## config.mk

```make
export PLATFORM = sky130hd
export DESIGN_NAME = mult_arbiter
export DESIGN_NICKNAME = d
export VERILOG_FILES = /design/src/rtl/mult_arb_pkg.sv /design/src/rtl/array_mult4.sv /design/src/rtl/mult_arbiter.sv
export SDC_FILE = /design/constraint.sdc
export NUM_CORES = 1
export LEC_CHECK = 0
export BUFFER_PORTS_ARGS = -buffer_cell sky130_fd_sc_hd__buf_2
export CORE_MARGIN = 2
export CORE_UTILIZATION = 30
export DETAILED_ROUTE_END_ITERATION = 6
export PLACE_DENSITY = 0.55
export SETUP_SLACK_MARGIN = 0.5
export SKIP_CTS_REPAIR_TIMING = 1
export SLEW_MARGIN = 40
export SYNTH_ARGS = -nofsm -noshare
export SYNTH_HDL_FRONTEND = slang
export SYNTH_SLANG_ARGS = --single-unit
```

## constraint.sdc

```tcl
create_clock -name clk -period 2.85 [get_ports clk]
set_input_delay 0.57 -clock clk [delete_from_list [all_inputs] [get_ports clk]]
set_output_delay 0.57 -clock clk [all_outputs]
set_load 0.1 [all_outputs]
```

## src/rtl/mult_arb_pkg.sv

```systemverilog
// Shared types and widths for the two-requester multiplier arbiter.
package mult_arb_pkg;

  localparam int OPW   = 4;
  localparam int PRODW = 8;

  typedef enum logic [1:0] {
    IDLE,
    CALC,
    OUT
  } state_t;

endpackage

```

## src/rtl/array_mult4.sv

```systemverilog
// 4x4 unsigned array multiplier: AND-gated partial-product rows summed in a ripple chain.
module array_mult4
  import mult_arb_pkg::*;
(
  input  logic [OPW-1:0]   a,
  input  logic [OPW-1:0]   b,
  output logic [PRODW-1:0] p
);

  logic [PRODW-1:0] row [OPW];
  logic [PRODW-1:0] acc [OPW+1];

  assign acc[0] = '0;

  for (genvar i = 0; i < OPW; i++) begin : g_row
    assign row[i]   = {{(PRODW-OPW){1'b0}}, a & {OPW{b[i]}}} << i;
    assign acc[i+1] = acc[i] + row[i];
  end

  assign p = acc[OPW];

endmodule

```

## src/rtl/mult_arbiter.sv

```systemverilog
// Two requesters share one combinational multiplier; a 3-state FSM accepts an
// operand pair, registers the product, then holds it until the consumer takes it.
module mult_arbiter
  import mult_arb_pkg::*;
#(
  parameter int RR_EN = 1
) (
  input  logic             clk,
  input  logic             rst_n,
  input  logic             req0_valid,
  input  logic [OPW-1:0]   req0_a,
  input  logic [OPW-1:0]   req0_b,
  output logic             req0_ready,
  input  logic             req1_valid,
  input  logic [OPW-1:0]   req1_a,
  input  logic [OPW-1:0]   req1_b,
  output logic             req1_ready,
  output logic             res_valid,
  input  logic             res_ready,
  output logic [PRODW-1:0] res_data,
  output logic             res_id,
  output logic             busy,
  output logic [7:0]       done_cnt
);

  state_t           state;
  logic             last_grant;
  logic [OPW-1:0]   op_a;
  logic [OPW-1:0]   op_b;
  logic             op_id;
  logic [PRODW-1:0] product;
  logic             grant0;
  logic             grant1;

  // Requester 1 wins when alone, or in round-robin mode when requester 0 had the last grant.
  assign grant1 = req1_valid && (!req0_valid || ((RR_EN != 0) && !last_grant));
  assign grant0 = req0_valid && !grant1;

  assign req0_ready = rst_n && (state == IDLE) && grant0;
  assign req1_ready = rst_n && (state == IDLE) && grant1;
  assign res_valid  = (state == OUT);
  assign busy       = (state != IDLE);

  array_mult4 u_mult (
    .a (op_a),
    .b (op_b),
    .p (product)
  );

  always_ff @(posedge clk or negedge rst_n) begin
    if (!rst_n) begin
      state      <= IDLE;
      last_grant <= 1'b1;
      op_a       <= '0;
      op_b       <= '0;
      op_id      <= 1'b0;
      res_data   <= '0;
      res_id     <= 1'b0;
      done_cnt   <= 8'd0;
    end else begin
      case (state)
        IDLE: begin
          if (grant0 || grant1) begin
            op_a       <= grant1 ? req1_a : req0_a;
            op_b       <= grant1 ? req1_b : req0_b;
            op_id      <= grant1;
            last_grant <= grant1;
            state      <= CALC;
          end
        end
        CALC: begin
          res_data <= product;
          res_id   <= op_id;
          state    <= OUT;
        end
        OUT: begin
          if (res_ready) begin
            done_cnt <= done_cnt + 8'd1;
            state    <= IDLE;
          end
        end
        default: state <= IDLE;
      endcase
    end
  end

endmodule

```

==> results.md, run 1 <==
- CTS saw 29 sinks.
- The startpoint type of the worst setup path is a flip-flop.
- Based on the critical path, the design can be clocked at up to 0.3901 GHz.
- The netlist area before placement is 1719 µm².
- The antenna diode count is 0.
- The count of max-cap constraint violations is 0.
- For the finished layout, the period the worst path requires is 2.564 ns.
- The CTS tree is yes.
- Between clock sinks in the finished design, the worst skew comes to 0.009030 ns.
- The post-route antenna net violation count is 0.
- Summing over every cut layer, the via total after detailed routing is 1195.
- The register area share after synthesis is 42.29%.
- The core region is 5507 µm².
- Of all flip-flops after synthesis, the portion carrying an async set or reset was 100.0%.
- The die extent in y is 79.70 µm.
- The number of antenna violations at the first check in global routing was 0.
- The worst setup path is of the flip-flop to flip-flop kind.
- Fill cells in the final layout number 546.
- The number of global-route vias before repair came to 1198.
- In this design, the largest share of critical-path delay is due to adder cells.
- After synthesis, the cell types taking the most area are dfrtp_1 41%, mux2_2 9.8%, ha_1 8.0%.
- Clock tree synthesis selected as its root buffer the cell clkbuf_8.
- The cell with the largest stage delay on the worst path is fa_1.
- The run finished with clean final reports.
- The largest fanout on the critical path is 4.
- The deepest level of the CTS H-tree is 2.
- The quantity of I/O buffers inserted on ports is 41.
- The overall die width is 79.70 µm.
- At the end of routability-driven placement, the weighted congestion stood at 0.7761.
- Measured against its own limit, the worst slew margin works out to 67.56%.
- At the pin with the least slew margin, the transition time is 0.4865 ns.
- The largest net degree at the start of global routing is 30.
- In this run the biggest area consumer among cell types represents 40.76% of the synthesized area.
- The most used cell along the critical path is fa_1.
- The first TritonRoute pass finished after 4 iterations.
- The remaining global-route overflow is 0.
- The clock slew seen by the registers of the worst setup and hold paths is 0.07 ns.
- The count of synthesis-stage warnings from yosys is 0.
- The most common flop cell mapped by yosys is dfrtp_1.
- The post-synthesis to final-layout area growth is 25.55%.
- The setup-violating endpoint count in the final report is 0.
- Setup repair after global routing could not meet its margin everywhere.
- Walking the worst path, the cells encountered are and2_4, fa_1, fa_1, ha_2, fa_2, a21oi_2, or4_1, nand3_1.
- The count of mapped cells out of synthesis is 143.
- Using the TritonRoute via totals, the vias-per-cell ratio works out to 4.476.
- In the final layout, the multi-input gates occupy 963.4 µm².
- Leaving out fill and tap cells, the most frequent cell in the layout is buf_2.
- The die covers 6352 µm².
- For this run, the slowest stage of the critical path takes 0.50 ns.
- Leaving out fill and tap cells, the most frequent cells in the layout are 41 x buf_2, 28 x dfrtp_1, 15 x mux2_2.
- Together, buffers and inverters on the worst path number 0.
- The post-synthesis register bit count is 29.
- The average instance in the mapped netlist occupies 12.02 µm².
- The detailed router finished its first iteration with 20 violations.
- In the routed design, unresolved DRC markers number 0.
- The post-route fraction of the period consumed by the critical path is 89.95%.
- The sequential cells in the finished layout cover a total of 726.9 µm².
- The count of nets after finishing is 231.
- The data arrival at the endpoint of the critical path is 2.78 ns.
- The wire length reported by the detailed router is 3.104 mm.
- The estimated wirelength of the detail-placed design is 2.424 mm.
- The post-route setup TNS is 0 ns.
- The total count of hold-check failures in the final report was 0.
- The first-pass GRT wire length is 5.326 mm.
- STA puts the critical path data required time at 3.07 ns.
- The cell accounting for the most synthesized area is dfrtp_1.
- In this run the deepest clock path goes through 2 buffers.
- The number of CTS-inserted buffers is 5.
- The count of final max-slew check failures is 0.
- The floorplan row count is 27.
- The number of flops mapped to enable cells by yosys is 0.
- The number of nets handed over by synthesis was 180.
- The post-synthesis cell type count is 33.
- The path class of the lowest-slack min-delay path is primary input to async pin.
- The average wire length per cell after detail routing is 11.63 µm.
- The initial core utilization is 31.22%.
- The worst-skew pair later-pin latency is 0.28 ns.
- The worst setup path is captured at a flip-flop.
- The number of top-level pins is 42.
- In the final layout, the share of cells above drive strength 1 is 47.18%.
- In the global route stage, overall resource usage came out at 10.90%.
routing by layer:
metal	GRT usage (%)	routed length [µm]	vias to the layer above
li1	-	-	600
met1	13.84	1465	547
met2	16.97	1377	40
met3	3.167	198	8
met4	5.172	61	0
met5	0	0	-
through the flow:
step | cell area [µm²] | hold WS [ns] | setup slack, ns | cells | util (%)
2_1_floorplan | 1729 | 0.2744 | 0.3492 | 143 | -
3_3_place_gp | 2023 | 0.4536 | 0.3050 | 256 | 36.74
3_5_place_dp | 2023 | 0.4548 | 0.2350 | 256 | 36.74
4_1_cts | 2125 | 0.3574 | 0.2353 | 264 | 38.58
5_1_grt | 2158 | 0.3729 | 0.2164 | 267 | 39.20
6_report | 2158 | 0.3350 | 0.2864 | 267 | 39.20
Yosys cell counts (all sizes together), types with 3 or more instances:
cell type and instances:
nand2 10, mux2 22, xnor2 4, a21oi 5
nor2 3, dfrtp 28, nand3 6, fa 5
inv 9, ha 11, o21ai 6, xor2 4
and2 9, and4bb 3
worst register-to-register path, stage by stage (launching register included):
cell and delay (ns):
dfrtp_1 0.40, and2_4 0.17, fa_1 0.48, fa_1 0.50
ha_2 0.18, fa_2 0.21, a21oi_2 0.06, or4_1 0.40
nand3_1 0.09
flip-flops by register name (all words and copies together) (netlist names):
register and flops:
state 2, last_grant 1, done_cnt 8, res_id 1, op_b 4, op_a 4
res_data 8, op_id 1
final timing paths:
kind	start	endpoint	slack, ns	cells after the start
hold / removal	rst_n	op_a[0]	0.34	2
setup / recovery	op_b[2]	res_data[7]	0.29	8
max in group asynchronous	rst_n	last_grant	2.20	2
min in group clk	done_cnt[7]	done_cnt[7]	0.46	1
hold reg to reg	done_cnt[7]	done_cnt[7]	0.46	1
setup reg to reg	op_b[2]	res_data[7]	0.29	8
cell families after synthesis:
kind of cell / Yosys count / share of synthesized area, %
AND/OR/NAND/NOR: 43 / 15.94
AO/OA/AOI/OAI: 14 / 5.022
buffers and inverters: 11 / 2.911
adder cells (fa/ha/maj): 16 / 13.83
multiplexers: 22 / 15.94
flip-flops: 29 / 42.29
XOR/XNOR: 8 / 4.075
cell type report:
cell class                      instances  area share (%)
Sequential cell                        29           33.68
Inverter                                9           1.565
Timing Repair Buffer                   46           11.25
Tap cell                               72           4.174
Clock inverter                          1          0.2319
Multi-Input combinational cell        103           44.64
Clock buffer                            7           4.464
Power of run 1 is left out: the tool's default activity adds up to more than one toggle a clock period on the data nets, which glitch-free logic cannot reach.
==> inputs of run 2 (changes only) <==
==> constraint.sdc (replaced) <==
create_clock -name clk -period 2.85 [get_ports clk]
set_input_delay 0.285 -clock clk [delete_from_list [all_inputs] [get_ports clk]]
set_output_delay 0.285 -clock clk [all_outputs]
set_load 0.1 [all_outputs]
==> run 2 against run 1 <==
  * Via count rose by 0.67%
  * Global-route usage is 0.088 points higher
  * Utilization is 0.84 points lower
  * Setup slack worse by 0.010 ns
  * Sequential cell count unchanged
  * First-iteration DRC count increased by 100%
  * Fmax down 0.39%
  * Non-clock buffer count fell by 2
  * Clock-buffer cell count grew 1
  * Final area down 2.1%
  * Highest routed layer unchanged
==> results.md, run 2 (synthesis results as in run 1) <==
- The post-route fraction of the period consumed by the critical path is 90.30%.
- Leaving out fill and tap cells, the most frequent cell in the layout is buf_2.
- Setup violations remaining at the end of the flow were counted as 0.
- The critical path goes through and2_4, fa_1, fa_1, ha_2, fa_2, a21oi_2, or4_1, nand3_1.
- The kind of cell with the highest combined delay along the critical path is adder cells.
- The fraction of layout instances using a drive strength above 1 is 44.04%.
- The routed via count is 1203.
- The flow ran to the end, and the final reports show no timing, DRC or antenna violations.
- For the pin with the worst max-slew slack, the measured transition is 0.6589 ns.
- Setup repair after global routing could not meet its margin everywhere.
- The worst pin sits at a relative slew slack of 55.82%.
- The estimated wirelength of the detail-placed design is 2.360 mm.
- The weighted congestion at the end of routability-driven global placement is 0.7430.
- The floorplan has 27 rows.
- The number of global-route vias before repair is 1179.
- The post-route antenna net violation count is 0.
- The floorplan step defined a core boundary enclosing 5507 µm².
- Summed over all failing endpoints, the final setup total negative slack is 0 ns.
- The clock reaches the later pin of the worst-skew pair after 0.27 ns.
- After the first detailed-routing iteration, the DRC count stood at 40.
- Between clock sinks in the finished design, the worst skew comes to 0.004537 ns.
- The post-synthesis to final-layout area growth is 22.85%.
- In the routed layout, each cell is associated on average with a via count of 4.540.
- The time the final worst path needs with I/O delays and setup is 2.574 ns.
- Counting cells, the worst reg-to-reg path comes to 8.
- The first-pass iteration count of the detailed router is 4.
- The initial core utilization is 31.22%.
- The final instance count without filler cells is 265.
- 42 I/O pins were placed.
- The number of CTS-inserted buffers is 5.
- After clock tree synthesis, the clock-pin slew on the worst setup and hold paths is 0.06 ns.
- The min-delay analysis places its worst path in the category primary input to async pin.
- The reg-to-reg startpoint is op_b[2].
- STA classifies the critical path endpoint as a flip-flop.
- The quantity of I/O buffers inserted on ports is 41.
- The first-pass GRT wire length is 5.409 mm.
- The total count of hold-check failures in the final report came to 0.
- After detailed routing, the total wire length is 3.082 mm.
- The die is 79.70 µm wide.
- The number of placed instances, taps included is 255.
- The overall die area is 6352 µm².
- The most used cell along the critical path is fa_1.
- The library cells used most frequently in the layout, excluding fill and tap cells, are 41 x buf_2, 28 x dfrtp_1, 15 x mux2_2.
- The reg2reg setup slack is 0.28 ns.
- The slowest stage of the critical path belongs to the cell fa_1.
- The deepest level of the CTS H-tree is 2.
- In the final layout, the registers with the most flip-flops are done_cnt x8, res_data x8.
- The worst reg2reg path endpoint is res_data[7].
- The delay of the slowest critical-path stage is 0.51 ns.
- The average wire length per cell after detail routing is 11.63 µm.
- Based on the critical path, the design can be clocked at up to 0.3886 GHz.
- On the final layout, the worst hold slack is 0.06362 ns.
- The antenna diode count is 0.
- Counting buffers and inverters, the worst setup path is 8 cells deep.
- The total DRC errors in the routed layout is 0.
- The count of final max-slew check failures was 0.
- The remaining global-route overflow is 0.
- The number of antenna violations at the first check in global routing was 0.
- The number of buffers and inverters on the critical path is 0.
- From bottom edge to top edge, the die measures 79.70 µm.
- Entering global routing, the biggest net connects 30 pins.
- For this design, the sink count on the clock tree is 29.
- The required arrival time at the worst endpoint is 3.06 ns.
- The count of nets after finishing is 229.
- Data on the critical path arrives at its endpoint at 2.78 ns.
- The root buffer selected by CTS is clkbuf_8.
- The deepest clock path buffer count is 2.
- The tool flagged a number of max-cap violations equal to 0.
- STA classifies the critical path startpoint as a flip-flop.
- The largest fanout on the critical path is 5.
- The total track usage is 10.99%.
- The critical setup path kind is flip-flop to flip-flop.
- TritonCTS built the clock tree.
==> run 2: worst register-to-register path: cells and delay by family, from the launching register on <==
kind	cells	cell delay (ns)
adder cells (fa/ha/maj)	4	1.40
AND/OR/NAND/NOR	3	0.65
AO/OA/AOI/OAI	1	0.06
flip-flops	1	0.41
==> run 2: through the flow <==
step	cell area, µm²	util (%)	setup WS, ns
2_1_floorplan	1727	-	0.3492
3_3_place_gp	2013	36.56	0.3018
3_5_place_dp	2013	36.56	0.2546
4_1_cts	2093	38.01	0.2394
5_1_grt	2112	38.35	0.1730
6_report	2112	38.35	0.2764
==> run 2: how the worst max path moves through the flow <==
stage                        to    start  slack, ns
CTS                 res_data[7]  op_a[0]       0.24
finish              res_data[7]  op_b[2]       0.28
global placement    res_data[7]  op_b[2]       0.30
detailed placement  res_data[7]  op_b[2]       0.25
floorplan           res_data[4]  op_b[2]       0.35
global route        res_data[7]  op_b[2]       0.17
==> run 2: cell type report <==
type,count,area [µm²]
clock buffer,8,80.08
multi-input combinational,103,953.4
fill,552,3395
timing repair buffer,44,227.7
tap,72,90.09
sequential,29,726.9
inverter,9,33.78
==> run 2: per-layer routing <==
metal / share of wire (%) / global-route usage [%] / wire length, µm
met5: 0 / 0 / 0
met3: 6.0 / 2.715 / 184
met1: 49 / 14.66 / 1505
met2: 43 / 16.64 / 1340
met4: 1.7 / 5.172 / 52
Power of run 2 is left out for the same reason.
